File: src/rtl/fb_wr_ctrl.sv
// fb_wr_ctrl: pixel stream to BRAM frame writer with FIFO, SOF resync, overflow and optional ping-pong (FB_DOUBLE_BUF_EN)
module fb_wr_ctrl #(
  parameter int PIX_W      = 8,
  parameter int H_RES      = 640,
  parameter int V_RES      = 480,
  parameter int ADDR_W     = 20,
  parameter int FIFO_DEPTH = 4
) (
  input  logic              clk,
  input  logic              rst,
  input  logic [PIX_W-1:0]  pixel_i,
  input  logic              pixel_en_i,
  input  logic              sof_i,
  output logic              pixel_rdy_o,
  input  logic              hold_i,
  output logic              ena_o,
  output logic              wea_o,
  output logic [ADDR_W-1:0] addra_o,
  output logic [PIX_W-1:0]  d2mema_o,
  output logic              frame_done_o,
  output logic              rd_buf_sel_o,
  output logic              resync_o,
  output logic              ovf_o
);
  localparam int FRAME_PIX = H_RES * V_RES;
  localparam int FA_W = $clog2(FIFO_DEPTH);
  localparam logic [ADDR_W-1:0] LAST = ADDR_W'(FRAME_PIX - 1);
  localparam logic [ADDR_W-1:0] FP_A = ADDR_W'(FRAME_PIX);
  typedef enum logic [1:0] {IDLE, WR, SWAP} state_t;
  state_t state_q, state_d;
  logic [PIX_W:0] fifo_q [FIFO_DEPTH];
  logic [FA_W-1:0] wr_ptr_q, wr_ptr_d, rd_ptr_q, rd_ptr_d;
  logic [FA_W:0] cnt_q, cnt_d;
  logic [ADDR_W-1:0] pix_cnt_q, pix_cnt_d, addr_q, addr_d, base;
  logic [PIX_W-1:0] data_q, data_d, head_pix;
  logic we_q, we_d, resync_q, resync_d, ovf_q, ovf_d, wr_buf_q, wr_buf_d, rd_buf_q, rd_buf_d;
  logic empty, full, push, pop, head_sof, resync, last;
  always_comb begin
    empty = cnt_q == '0;
    full = cnt_q == (FA_W+1)'(FIFO_DEPTH);
    push = pixel_en_i & !full;
    // IDLE pops too, so a pixel reaches BRAM two cycles after acceptance
    pop = (state_q != SWAP) & !empty & !hold_i;
    {head_sof, head_pix} = fifo_q[rd_ptr_q];
    wr_ptr_d = wr_ptr_q + FA_W'(push);
    rd_ptr_d = rd_ptr_q + FA_W'(pop);
    cnt_d = cnt_q + (FA_W+1)'(push) - (FA_W+1)'(pop);
    resync = pop & head_sof & (pix_cnt_q != '0);
    last = pop & !resync & (pix_cnt_q == LAST);
`ifdef FB_DOUBLE_BUF_EN
    base = wr_buf_q ? FP_A : '0;
    wr_buf_d = (state_q == SWAP) ? !wr_buf_q : wr_buf_q;
    rd_buf_d = (state_q == SWAP) ? wr_buf_q : rd_buf_q;
`else
    base = '0;
    wr_buf_d = 1'b0;
    rd_buf_d = 1'b0;
`endif
    addr_d = pop ? base + (resync ? '0 : pix_cnt_q) : addr_q;
    data_d = pop ? head_pix : data_q;
    we_d = pop;
    resync_d = resync;
    ovf_d = ovf_q | (pixel_en_i & full);
    // the counter parks at the last index until SWAP clears it
    pix_cnt_d = (state_q == SWAP) ? '0 : resync ? ADDR_W'(1) : (pop & !last) ? pix_cnt_q + ADDR_W'(1) : pix_cnt_q;
    state_d = (state_q == SWAP) ? ((!empty && !hold_i) ? WR : IDLE) : last ? SWAP : pop ? WR : IDLE;
  end
  always_ff @(posedge clk) begin
    if (push) fifo_q[wr_ptr_q] <= {sof_i, pixel_i};
    if (rst) begin
      state_q <= IDLE;
      wr_ptr_q <= '0;
      rd_ptr_q <= '0;
      cnt_q <= '0;
      pix_cnt_q <= '0;
      addr_q <= '0;
      data_q <= '0;
      we_q <= 1'b0;
      resync_q <= 1'b0;
      ovf_q <= 1'b0;
      wr_buf_q <= 1'b0;
      rd_buf_q <= 1'b0;
    end else begin
      state_q <= state_d;
      wr_ptr_q <= wr_ptr_d;
      rd_ptr_q <= rd_ptr_d;
      cnt_q <= cnt_d;
      pix_cnt_q <= pix_cnt_d;
      addr_q <= addr_d;
      data_q <= data_d;
      we_q <= we_d;
      resync_q <= resync_d;
      ovf_q <= ovf_d;
      wr_buf_q <= wr_buf_d;
      rd_buf_q <= rd_buf_d;
    end
  end
  assign pixel_rdy_o = !full;
  assign ena_o = we_q;
  assign wea_o = we_q;
  assign addra_o = addr_q;
  assign d2mema_o = data_q;
  assign frame_done_o = state_q == SWAP;
  assign rd_buf_sel_o = rd_buf_q;
  assign resync_o = resync_q;
  assign ovf_o = ovf_q;
endmodule

File: config.mk
export PLATFORM = sky130hd
export DESIGN_NAME = fb_wr_ctrl
export DESIGN_NICKNAME = d
export VERILOG_FILES = /design/src/rtl/fb_wr_ctrl.sv
export SDC_FILE = /design/constraint.sdc
export NUM_CORES = 1
export LEC_CHECK = 0
export ABC_AREA = 1
export BUFFER_PORTS_ARGS = -buffer_cell sky130_fd_sc_hd__buf_2
export CORE_UTILIZATION = 26
export CTS_CLUSTER_DIAMETER = 60
export DETAILED_ROUTE_END_ITERATION = 8
export PLACE_DENSITY = 0.54
export SETUP_SLACK_MARGIN = 0.15
export SLEW_MARGIN = 20
export SYNTH_ARGS = -nofsm -noshare
export SYNTH_HDL_FRONTEND = slang
export SYNTH_SLANG_ARGS = --single-unit
File: constraint.sdc
create_clock -name clk -period 2.8 [get_ports clk]
set_clock_uncertainty 0.2 [all_clocks]
set_input_delay 0.42 -clock clk [delete_from_list [all_inputs] [get_ports clk]]
set_output_delay 0.42 -clock clk [all_outputs]
set_load 0.02 [all_outputs]
# Word-level counts from Yosys, hierarchy flattened
# Memories as Yosys holds them, arrays and structs flattened. A register that Yosys moved wholly into a read port is not among the register bits.
# Cells that the tools add are included.
# Widths: inputs -> output; s select.
# totals
regBits	60
ramBits	36
output_inout_bits	35
word_cells	52
memories	1
# op_classes
addsub	5
n_eq_ne	4
muxes	10
bitwise	10
reduce_logical	11
# mem_list
memory	words	width	read_ports	rd_clocked_by_memory_dff	write_ports	line	text
fifo_q	4	9	1	1	1	31	logic [PIX_W:0] fifo_q [FIFO_DEPTH];
# ops
cell	count
$add 20x1->20 const B	1
$eq 20x19->1 const B	1
$mux 20	1
$reduce_bool 20->1	1
$and 1x1->1	9
$mux 1	6
$mux 2	3
$logic_not 1->1	5
$add 2x1->2	2
$add 3x1->3	1
$eq 3x3->1 const B	1
$logic_not 3->1	1
$reduce_or 3->1	1
$sub 3x1->3	1
$eq 2x2->1 const B	1
$ne 2x2->1 const B	1
$reduce_bool 2->1	1
$reduce_or 2->1	1
$logic_and 1x1->1	1
$or 1x1->1	1

# Longest topological paths before layout
# Gate-level depths: netlist of the first run.
# logic_depth
word_depth	13
mapped_depth	13
ltp_nobuf	11

# Worst setup path before layout of the first run
# No wires, ideal clock.
# synth_path
path_type	flip-flop to flip-flop
from	register cnt_q[1]
to	register cnt_q[2]
arrival_ns	2.193
slack_ns	0.287
path_stages_with_launch	14
n_path_buf	2
synth_period_minus_slack_ns	2.513
path_cell_list	dfxtp_1 -> nor2_1 -> nand2_1 -> nand3_1 -> inv_1 -> buf_4 -> buf_2 -> ha_1 -> inv_1 -> ha_1 -> inv_1 -> fa_1 -> o21ai_0 -> a21oi_1
# synth_between
elab_chain_cells	5
elab_cells_between_ends	9
classes_between	add/sub: 2; eq/ne: 1; bitwise: 3; reduce/logical: 3
# synth_rtl
item	line	text
start: declaration	33	logic [FA_W:0] cnt_q, cnt_d;
start signal: assignment	87	cnt_q <= cnt_d;
$logic_not 3->1	39	empty = cnt_q == '0;
$logic_not 1->1	43	pop = (state_q != SWAP) & !empty & !hold_i;
$and 1x1->1 (2 in series)	43	
via pop	37	logic empty, full, push, pop, head_sof, resync, last;
$sub 3x1->3	47	cnt_d = cnt_q + (FA_W+1)'(push) - (FA_W+1)'(pop);
# The timed path passes the listed nets, and every way through them passes these cells.
# A chain may end at the register's enable or synchronous reset.

# Worst setup path after layout of the first run
# layout_path
from	register cnt_q[1]
to	register pix_cnt_q[8]
# layout_between
elab_chain_cells	11
elab_cells_between_ends	12
classes_between	bitwise: 7; reduce/logical: 5
# layout_rtl
item	line	text
$logic_not 3->1 (*)	39	
$logic_not 1->1 (*)	43	
$and 1x1->1 (*) (2 in series)	43	
$and 1x1->1 (2 in series)	48	resync = pop & head_sof & (pix_cnt_q != '0);
$logic_not 1->1	49	last = pop & !resync & (pix_cnt_q == LAST);
$and 1x1->1 (2 in series)	49	
$logic_not 1->1	65	pix_cnt_d = (state_q == SWAP) ? '0 : resync ? ADDR_W'(1) : (pop & !last) ? pix_cnt_q + ADDR_W'(1) : pix_cnt_q;
$and 1x1->1	65	
end signal: assignment	88	pix_cnt_q <= pix_cnt_d;
end: declaration	34	logic [ADDR_W-1:0] pix_cnt_q, pix_cnt_d, addr_q, addr_d, base;
# Every way passes the cells marked *; elsewhere a longest branch is shown, timed or not.

==> flow_summary_export.csv, run 1 <==
group,metric,value,unit
clock_network,holdBufCountCts,0,
pwr,pwr-share-clk,0.301,
sta,max_freq,419,MHz
grt,grt_max_degree,49,
drt,drc,0,
sta,tightest_slew,0.508,ns
sta,slew_headroom,0.660,
place,port_buffers,46,
worst_setup_path,r2r_slack,0.41,ns
clock_network,cts_tree,"done",
pwr,power_frac_seq,0.448,
clock_network,h-tree-depth,3,
hold_path,hp-start,"pixel_i[2]",
synth,synth_cell_types,28,
place,dp_hpwl,6.72,mm
worst_setup_path,crit_path_max_incr_delay,0.44,ns
grt,grt.total_usage,0.124,
hold_path,whs_endpoint,"fifo_q[3][2]",
pwr,power.share.switching,0.343,
drt,drt_iter0_drc,245,
clock_network,cts_buffers,9,
worst_setup_path,end_kind,"register",
drt,dr.pass1.iters,4,
worst_setup_path,r2r-end,"pix_cnt_q[8]",
finish,syn_to_final_growth,16.4,%
place,pre_cts_ws,0.372,ns
drt,routed_wl,9.77,mm
pwr,power_density,771,nW/um^2
synth,ys_seq_elements,96,
run_status,outcome,"complete, no violations",
synth,ys_seq_area_frac,0.532,
pwr,combPwrFrac,0.251,
pwr,ir_drop,0.473,mV
pwr,internal_power,2.53,mW
worst_setup_path,worst_path_max_delay_cell,"buf_4",
grt,grt_pass1_vias,3140,
floorplanning,ios,48,
finish,layout_common_cells,"nand2_1, nor2_1, dfxtp_1",
place,gp_congestion,0.823,
pwr,p_total,3.85,mW
drt,wl_per_cell,12.8,microns
worst_setup_path,crit_chain,"nor2_1, nand2_1, nand3_1, inv_1, buf_4, nand3_2, nand2_4, nand2_1, a21oi_1",
worst_setup_path,critPathKind,"reg2reg",
sta,period_needed,2.39,ns
clock_network,cts-resized-gates,0,
clock_network,cts_max_path_buffers,2,
sta,fin_setup_tns,0,ns
pwr,p_leak,1.90,nW
flow_run,maxCapViolations,0,
synth,ys_warn_count,0,
synth,syn-cell-area,4290,sq um
sta,hold_viol,0,
worst_setup_path,ff2ff_path_depth,9,
hold_path,hp-class,"in2reg",
finish,nNetsFinal,560,
sta,setup_ws,0.412,ns
clock_network,clk_latency,0.35,ns
drt,ant_nets,0,
sta,hold_slack,0.0756,ns
sta,finalSetupViolCount,0,
worst_setup_path,crit_required,2.87,ns
finish,antennaDiodeCount,0,
sta,finalCritPeriodShare,0.853,
clock_network,cts_root_buf,"clkbuf_16",
sta,slew_viol_final,0,
floorplanning,initial_core_util,0.268,
grt,grt_pass1_wl,15.8,mm
clock_network,cts.sinks,96,
synth,syn_nets,521,
floorplanning,dieArea,17000,sq um
synth,avgSynthCellArea,8.57,sq um
hold_path,min_path_cells,1,
worst_setup_path,worstReg2RegStart,"cnt_q[1]",
worst_setup_path,critical_path_arrival,2.46,ns
synth,synthCells,501,
clock_network,postCtsSetupBuffers,0,
clock_network,clk_pin_slew,0.07,ns
sta,rsz0062_at_grt,"no",
worst_setup_path,start_kind,"register",
drt,vias,3398,
floorplanning,die_h,130,microns
grt,grt-ovfl-total,0,
grt,antenna_found_initial,0,
worst_setup_path,cp_max_fo,48,
finish,final_common_cell,"nand2_1",
floorplanning,die_width,130,microns
worst_setup_path,crit_path_frequent_cell,"nand2_1",
pwr,power.switching,1.32,mW
floorplanning,rows,46,
floorplanning,core_area,16000,sq um
drt,via_per_inst,4.47,
finish,drive_gt1_frac,0.189,
[per-layer routing]
| metal | vias up | global-route usage | share of wire |
|---|---|---|---|
| li1 | 1731 | - | - |
| met1 | 1590 | 0.152 | 0.45 |
| met2 | 64 | 0.207 | 0.49 |
| met3 | 13 | 0.0334 | 0.051 |
| met4 | 0 | 0.0480 | 0.013 |
| met5 | - | 0 | 0 |
[worst max path at each step]
| stage | start | end | slack, ns | depth (start not counted) |
|---|---|---|---|---|
| 3_3_place_gp | hold_i | pix_cnt_q[19] | 0.46 | 9 |
| 5_1_grt | cnt_q[1] | pix_cnt_q[9] | 0.15 | 9 |
| 4_1_cts | cnt_q[1] | pix_cnt_q[8] | 0.39 | 9 |
| 6_report | cnt_q[1] | pix_cnt_q[8] | 0.41 | 9 |
| 2_1_floorplan | cnt_q[1] | cnt_q[2] | 0.29 | 13 |
| 3_5_place_dp | hold_i | pix_cnt_q[8] | 0.37 | 9 |
[Yosys cell counts (all sizes together)]
library cell  number  area [sq um]
conb               1          3.75
o22ai              8          50.1
inv               31           116
nor3               6          30.0
nor3b              1          7.51
nor2              83           319
o21ai             25           125
buf               21           130
xor2               9          78.8
a21oi             42           251
nand3             47           240
xnor2              8          70.1
fa                 1          20.0
ha                 6          75.1
clkbuf             8          30.0
edfxtp            36          1080
dfxtp             60          1200
nand4              2          12.5
nand2            102           420
nand3b             4          30.0
[state kept, by name, indices dropped and copies added, names as in the netlist]
signal	cells
ovf_o	1
d2mema_o	8
fifo_q	36
ena_o	1
resync_o	1
state_q	2
pix_cnt_q	20
cnt_q	3
rd_ptr_q	2
addra_o	20
wr_ptr_q	2
[through the flow]
stage          cells  utilization  area [sq um]
5_1_grt          761        0.312          5000
3_5_place_dp     745        0.295          4720
6_report         761        0.312          5000
2_1_floorplan    501            -          4290
4_1_cts          761        0.312          5000
3_3_place_gp     745        0.295          4720
[cell type report]
class | instances | area [sq um]
tap | 216 | 270
timing repair buffer | 57 | 313
clock inverter | 7 | 55.1
clock buffer | 9 | 225
fill | 1731 | 11000
sequential | 96 | 2280
multi-input combinational | 345 | 1730
inverter | 31 | 116
[critical path, delay by kind of cell (launching register included)]
| family | cells | cell delay [ns] |
|---|---|---|
| and+or+nand+nor | 6 | 1.03 |
| buffers and inverters | 2 | 0.54 |
| DFF | 1 | 0.39 |
| AOI/OAI and AO/OA | 1 | 0.15 |
[logic make-up (layout without fill, tap and decap cells)]
kind of cell	after synthesis	in the layout	synth area share
other	1	1	0.000874
buffers and inverters	60	104	0.0644
adders and majority gates	7	7	0.0222
DFF	96	96	0.532
AOI/OAI and AO/OA	75	75	0.0994
xor gates and xnor gates	17	17	0.0347
and+or+nand+nor	245	245	0.247
[power by group through the flow]
stage | sequential, mW | clock [mW] | combinational, mW
after CTS | 1.73 | 1.19 | 0.989
after floorplan | 1.79 | 0 | 0.671
after global routing | 1.74 | 1.24 | 1.11
final | 1.72 | 1.16 | 0.968
after global placement | 1.75 | 0 | 0.965
after detailed placement | 1.76 | 0 | 0.985
Note: power is estimated with default switching activity, not from simulation.
==> inputs of run 2 (changes only) <==
--- a/config.mk
+++ b/config.mk
@@ -7,10 +7,12 @@
 export LEC_CHECK = 0
 export ABC_AREA = 1
 export BUFFER_PORTS_ARGS = -buffer_cell sky130_fd_sc_hd__buf_2
-export CORE_UTILIZATION = 26
+export CORE_ASPECT_RATIO = 2
+export CORE_UTILIZATION = 30
 export CTS_CLUSTER_DIAMETER = 60
 export DETAILED_ROUTE_END_ITERATION = 8
-export PLACE_DENSITY = 0.54
+export PLACE_DENSITY = 0.58
+export RECOVER_POWER = 100
 export SETUP_SLACK_MARGIN = 0.15
 export SLEW_MARGIN = 20
 export SYNTH_ARGS = -nofsm -noshare
==> flow_summary_export.csv, run 2 (synthesis gave the netlist of run 1 again) <==
group,metric,value,unit
floorplanning,dieArea,14800,sq um
sta,finalCritPeriodShare,0.852,
run_status,outcome,"complete, no violations",
place,placed_cells,721,
clock_network,cts_buffers,9,
drt,routed_wl,10.1,mm
clock_network,h-tree-depth,3,
grt,antenna_found_initial,0,
clock_network,cts_root_buf,"clkbuf_16",
clock_network,cts_max_path_buffers,2,
grt,grt_pass1_wl,16.1,mm
pwr,power_density,789,nW/um^2
finish,antennaDiodeCount,0,
pwr,p_leak,1.73,nW
finish,top_register,"fifo_q",
grt,grt.total_usage,0.144,
sta,rsz0062_at_grt,"no",
worst_setup_path,critPathKind,"reg2reg",
floorplanning,core_area,14000,sq um
sta,hold_viol,0,
drt,drc,0,
finish,fill_cells,1468,
finish,instances_no_fill,737,
clock_network,cts.sinks,96,
worst_setup_path,cp_max_fo,4,
sta,slew_viol_final,0,
worst_setup_path,start_kind,"register",
finish,layout_common_cells,"nand2_1, nor2_1, dfxtp_1",
clock_network,cts_tree,"done",
drt,drt_iter0_drc,159,
sta,max_freq,419,MHz
sta,tightest_slew,0.983,ns
floorplanning,initial_core_util,0.307,
grt,grt-ovfl-total,0,
floorplanning,rows,61,
sta,finalSetupViolCount,0,
drt,dr.pass1.iters,4,
sta,period_needed,2.39,ns
finish,drive_gt1_frac,0.0967,
clock_network,clk_latency,0.34,ns
sta,fin_setup_tns,0,ns
place,gp_congestion,0.912,
worst_setup_path,critical_path_arrival,2.42,ns
flow_run,maxCapViolations,0,
pwr,ir_drop,0.623,mV
finish,final_util,0.353,
worst_setup_path,crit_required,2.83,ns
floorplanning,ios,48,
place,dp_hpwl,7.60,mm
worst_setup_path,end_kind,"register",
pwr,p_total,3.89,mW
drt,ant_nets,0,
hold_path,hp-class,"in2reg",
finish,final_common_cell,"nand2_1",
sta,slew_headroom,0.345,
finish,syn_to_final_growth,14.7,%
finish,nNetsFinal,563,
drt,via_per_inst,4.69,
grt,grt_pass1_vias,3428,
grt,grt_max_degree,49,
finish,largest_reg_flops,36,
floorplanning,die_width,86.6,microns
drt,wl_per_cell,13.7,microns
floorplanning,die_h,171,microns
place,port_buffers,46,
drt,vias,3457,
sta,hold_slack,0.131,ns
clock_network,holdBufCountCts,0,
clock_network,clk_pin_slew,0.07,ns
run 2: power breakdown:
part / internal, mW / leakage (nW) / switching (mW)
Clock: 0.706 / 0.143 / 0.502
Combinational: 0.282 / 0.774 / 0.678
Sequential: 1.62 / 0.817 / 0.0947
Total: 2.61 / 1.73 / 1.27
run 2: final timing paths:
path              slack (ns)  startpoint  cells after the start           end
setup / recovery        0.41    cnt_q[1]                     11      cnt_q[2]
hold / removal          0.13  pixel_i[4]                      1  fifo_q[2][4]
setup reg to reg        0.41    cnt_q[1]                     11      cnt_q[2]
hold reg to reg         0.26       ovf_o                      2         ovf_o
run 2: cell type report:
type | count | area (sq um) | area share
well taps | 189 | 236 | 0.0480
multi-input cells | 345 | 1730 | 0.351
inverters | 31 | 116 | 0.0236
clock inverters | 4 | 23.8 | 0.00483
clock buffers | 12 | 279 | 0.0567
flip-flops and latches | 96 | 2280 | 0.463
repair buffers | 60 | 260 | 0.0528
run 2: routing by layer:
metal	up-vias	global-route usage	wire, microns	share of wire
met2	65	0.297	6050	0.60
met3	20	0.0206	206	0.020
met1	1641	0.127	3490	0.35
met4	0	0.0783	344	0.034
met5	-	0	0	0
li1	1731	-	-	-
run 2: critical path: stages, from the launching register on:
cell     delay [ns]
dfxtp_1        0.35
nor2_1         0.22
nand2_1        0.13
nand3_1        0.16
inv_1          0.09
ha_1           0.29
inv_1          0.05
ha_1           0.13
inv_1          0.05
fa_1           0.38
o21ai_0        0.18
a21oi_1        0.05
run 2: repair_timing:
item                                    in CTS  in global routing
endpoints found under the setup margin       0                 18
setup buffers                                0                  0
gates resized for setup                      0                  1
run 2: through the flow:
step           worst slack (ns)  cell area (sq um)
2_1_floorplan             0.287               4290
3_3_place_gp              0.452               4700
3_5_place_dp              0.311               4700
4_1_cts                   0.294               5010
5_1_grt                   0.171               4920
6_report                  0.415               4920
==> inputs of run 3 (changes only) <==
--- a/config.mk
+++ b/config.mk
@@ -8,10 +8,10 @@
 export ABC_AREA = 1
 export BUFFER_PORTS_ARGS = -buffer_cell sky130_fd_sc_hd__buf_2
 export CORE_ASPECT_RATIO = 2
-export CORE_UTILIZATION = 30
+export CORE_UTILIZATION = 40
 export CTS_CLUSTER_DIAMETER = 60
 export DETAILED_ROUTE_END_ITERATION = 8
-export PLACE_DENSITY = 0.58
+export PLACE_DENSITY = 0.7
 export RECOVER_POWER = 100
 export SETUP_SLACK_MARGIN = 0.15
 export SLEW_MARGIN = 20
==> flow_summary_export.csv, run 3 (synthesis gave the netlist of run 1 again) <==
group,metric,value,unit
pwr,p_leak,1.73,nW
drt,ant_nets,0,
worst_setup_path,ff2ff_path_depth,8,
clock_network,cts-resized-gates,0,
grt,grt_max_degree,49,
clock_network,cts_root_buf,"clkbuf_16",
clock_network,h-tree-depth,3,
place,dp_hpwl,7.30,mm
worst_setup_path,cp.depth,8,
worst_setup_path,start_kind,"register",
floorplanning,rows,53,
floorplanning,die_width,75.3,microns
clock_network,postCtsSetupBuffers,0,
worst_setup_path,worstReg2RegStart,"rd_ptr_q[1]",
pwr,power_density,806,nW/um^2
worst_setup_path,path_buf_inv,2,
floorplanning,die_h,149,microns
sta,finalSetupViolCount,0,
drt,drc,0,
sta,fin_setup_tns,0,ns
finish,nNetsFinal,560,
clock_network,clk_pin_slew,0.07,ns
sta,period_needed,2.48,ns
sta,slew_viol_final,0,
clock_network,cts.sinks,96,
finish,syn_to_final_growth,12.8,%
grt,antenna_found_initial,0,
hold_path,hp-class,"in2reg",
worst_setup_path,r2r_slack,0.32,ns
grt,grt.total_usage,0.194,
clock_network,holdBufCountCts,0,
drt,routed_wl,9.92,mm
floorplanning,ios,48,
drt,vias,3497,
hold_path,whs_endpoint,"fifo_q[3][2]",
floorplanning,dieArea,11200,sq um
flow_run,maxCapViolations,0,
drt,drt_iter0_drc,317,
hold_path,hp-start,"pixel_i[2]",
floorplanning,initial_core_util,0.410,
drt,dr.pass1.iters,4,
clock_network,cts_buffers,9,
floorplanning,core_area,10500,sq um
sta,max_freq,403,MHz
finish,largest_reg_flops,36,
grt,grt-ovfl-total,0,
run_status,outcome,"complete, no violations",
place,gp_congestion,0.939,
drt,via_per_inst,5.13,
sta,slew_headroom,0.330,
finish,layout_common_cells,"nand2_1, nor2_1, dfxtp_1",
worst_setup_path,crit_path_max_incr_delay,0.46,ns
worst_setup_path,worst_path_max_delay_cell,"dfxtp_1",
place,port_buffers,46,
worst_setup_path,crit_required,2.87,ns
worst_setup_path,end_kind,"register",
clock_network,cts_tree,"done",
worst_setup_path,critical_path_arrival,2.56,ns
grt,grt_pass1_wl,16.0,mm
place,placed_cells,666,
worst_setup_path,cp_max_fo,20,
worst_setup_path,r2r-end,"pix_cnt_q[17]",
sta,tightest_slew,1.00,ns
worst_setup_path,crit_chain,"inv_1, nand3_1, a21oi_2, nand2_2, nand3_2, clkbuf_2, nand3_1, a21oi_2",
finish,top_register,"fifo_q",
clock_network,cts_max_path_buffers,2,
finish,drive_gt1_frac,0.0954,
sta,hold_viol,0,
drt,wl_per_cell,14.5,microns
hold_path,min_path_cells,1,
sta,rsz0062_at_grt,"no",
worst_setup_path,critPathKind,"reg2reg",
sta,finalCritPeriodShare,0.886,
clock_network,clk_latency,0.35,ns
finish,antennaDiodeCount,0,
pwr,ir_drop,0.593,mV
finish,final_common_cell,"nand2_1",
finish,instances_no_fill,682,
grt,grt_pass1_vias,3486,
worst_setup_path,critPathTopFamily,"buffers and inverters",
## run 3: cell count changes in the layout (fill, tap and decap cells not counted), sizes merged
cell      previous run  this run
clkinvlp             2         1
clkinv               2         1
buf                 10         8
inv                 31        34
clkbuf              62        60
## run 3: area by class of cell
class / instances / area [sq um]
multi-input cells: 345 / 1730
flip-flops and latches: 96 / 2280
fillers: 1095 / 5630
clock inverters: 5 / 33.8
repair buffers: 57 / 238
clock buffers: 11 / 275
well taps: 137 / 171
inverters: 31 / 116
## run 3: per-stage QoR
stage | setup slack, ns | util | instance area [sq um] | hold slack, ns | power [mW]
2_1_floorplan | 0.287 | - | 4290 | 0.286 | 2.46
3_3_place_gp | 0.450 | 0.441 | 4620 | 0.236 | 2.69
3_5_place_dp | 0.433 | 0.441 | 4620 | 0.246 | 2.74
4_1_cts | 0.414 | 0.470 | 4930 | 0.0736 | 3.97
5_1_grt | 0.151 | 0.462 | 4840 | 0.149 | 4.13
6_report | 0.318 | 0.462 | 4840 | 0.126 | 3.91
## run 3: how the worst max path moves through the flow
stage | from | to | slack (ns)
5_1_grt | rd_ptr_q[1] | pix_cnt_q[8] | 0.15
3_3_place_gp | rd_ptr_q[1] | pix_cnt_q[0] | 0.45
2_1_floorplan | cnt_q[1] | cnt_q[2] | 0.29
6_report | rd_ptr_q[1] | pix_cnt_q[17] | 0.32
4_1_cts | rd_ptr_q[1] | pix_cnt_q[1] | 0.41
3_5_place_dp | rd_ptr_q[1] | pix_cnt_q[1] | 0.43
## run 3: worst register-to-register path, delay by kind of cell, from the launching register on
family	cells	cell delay, ns
buf+inv	2	0.70
simple gates	4	0.68
flops	1	0.46
compound gates	2	0.37
## run 3: report_power, final
group	switching [mW]	internal, mW	leakage, nW
registers	0.111	1.62	0.817
logic	0.663	0.268	0.762
clock network	0.530	0.712	0.154
total	1.30	2.60	1.73
## run 3: per-layer routing
layer	GRT usage	routed length, microns	up-vias
li1	-	-	1722
met1	0.184	3370	1656
met2	0.355	5700	83
met3	0.0352	309	36
met4	0.138	541	0
met5	0	0	-
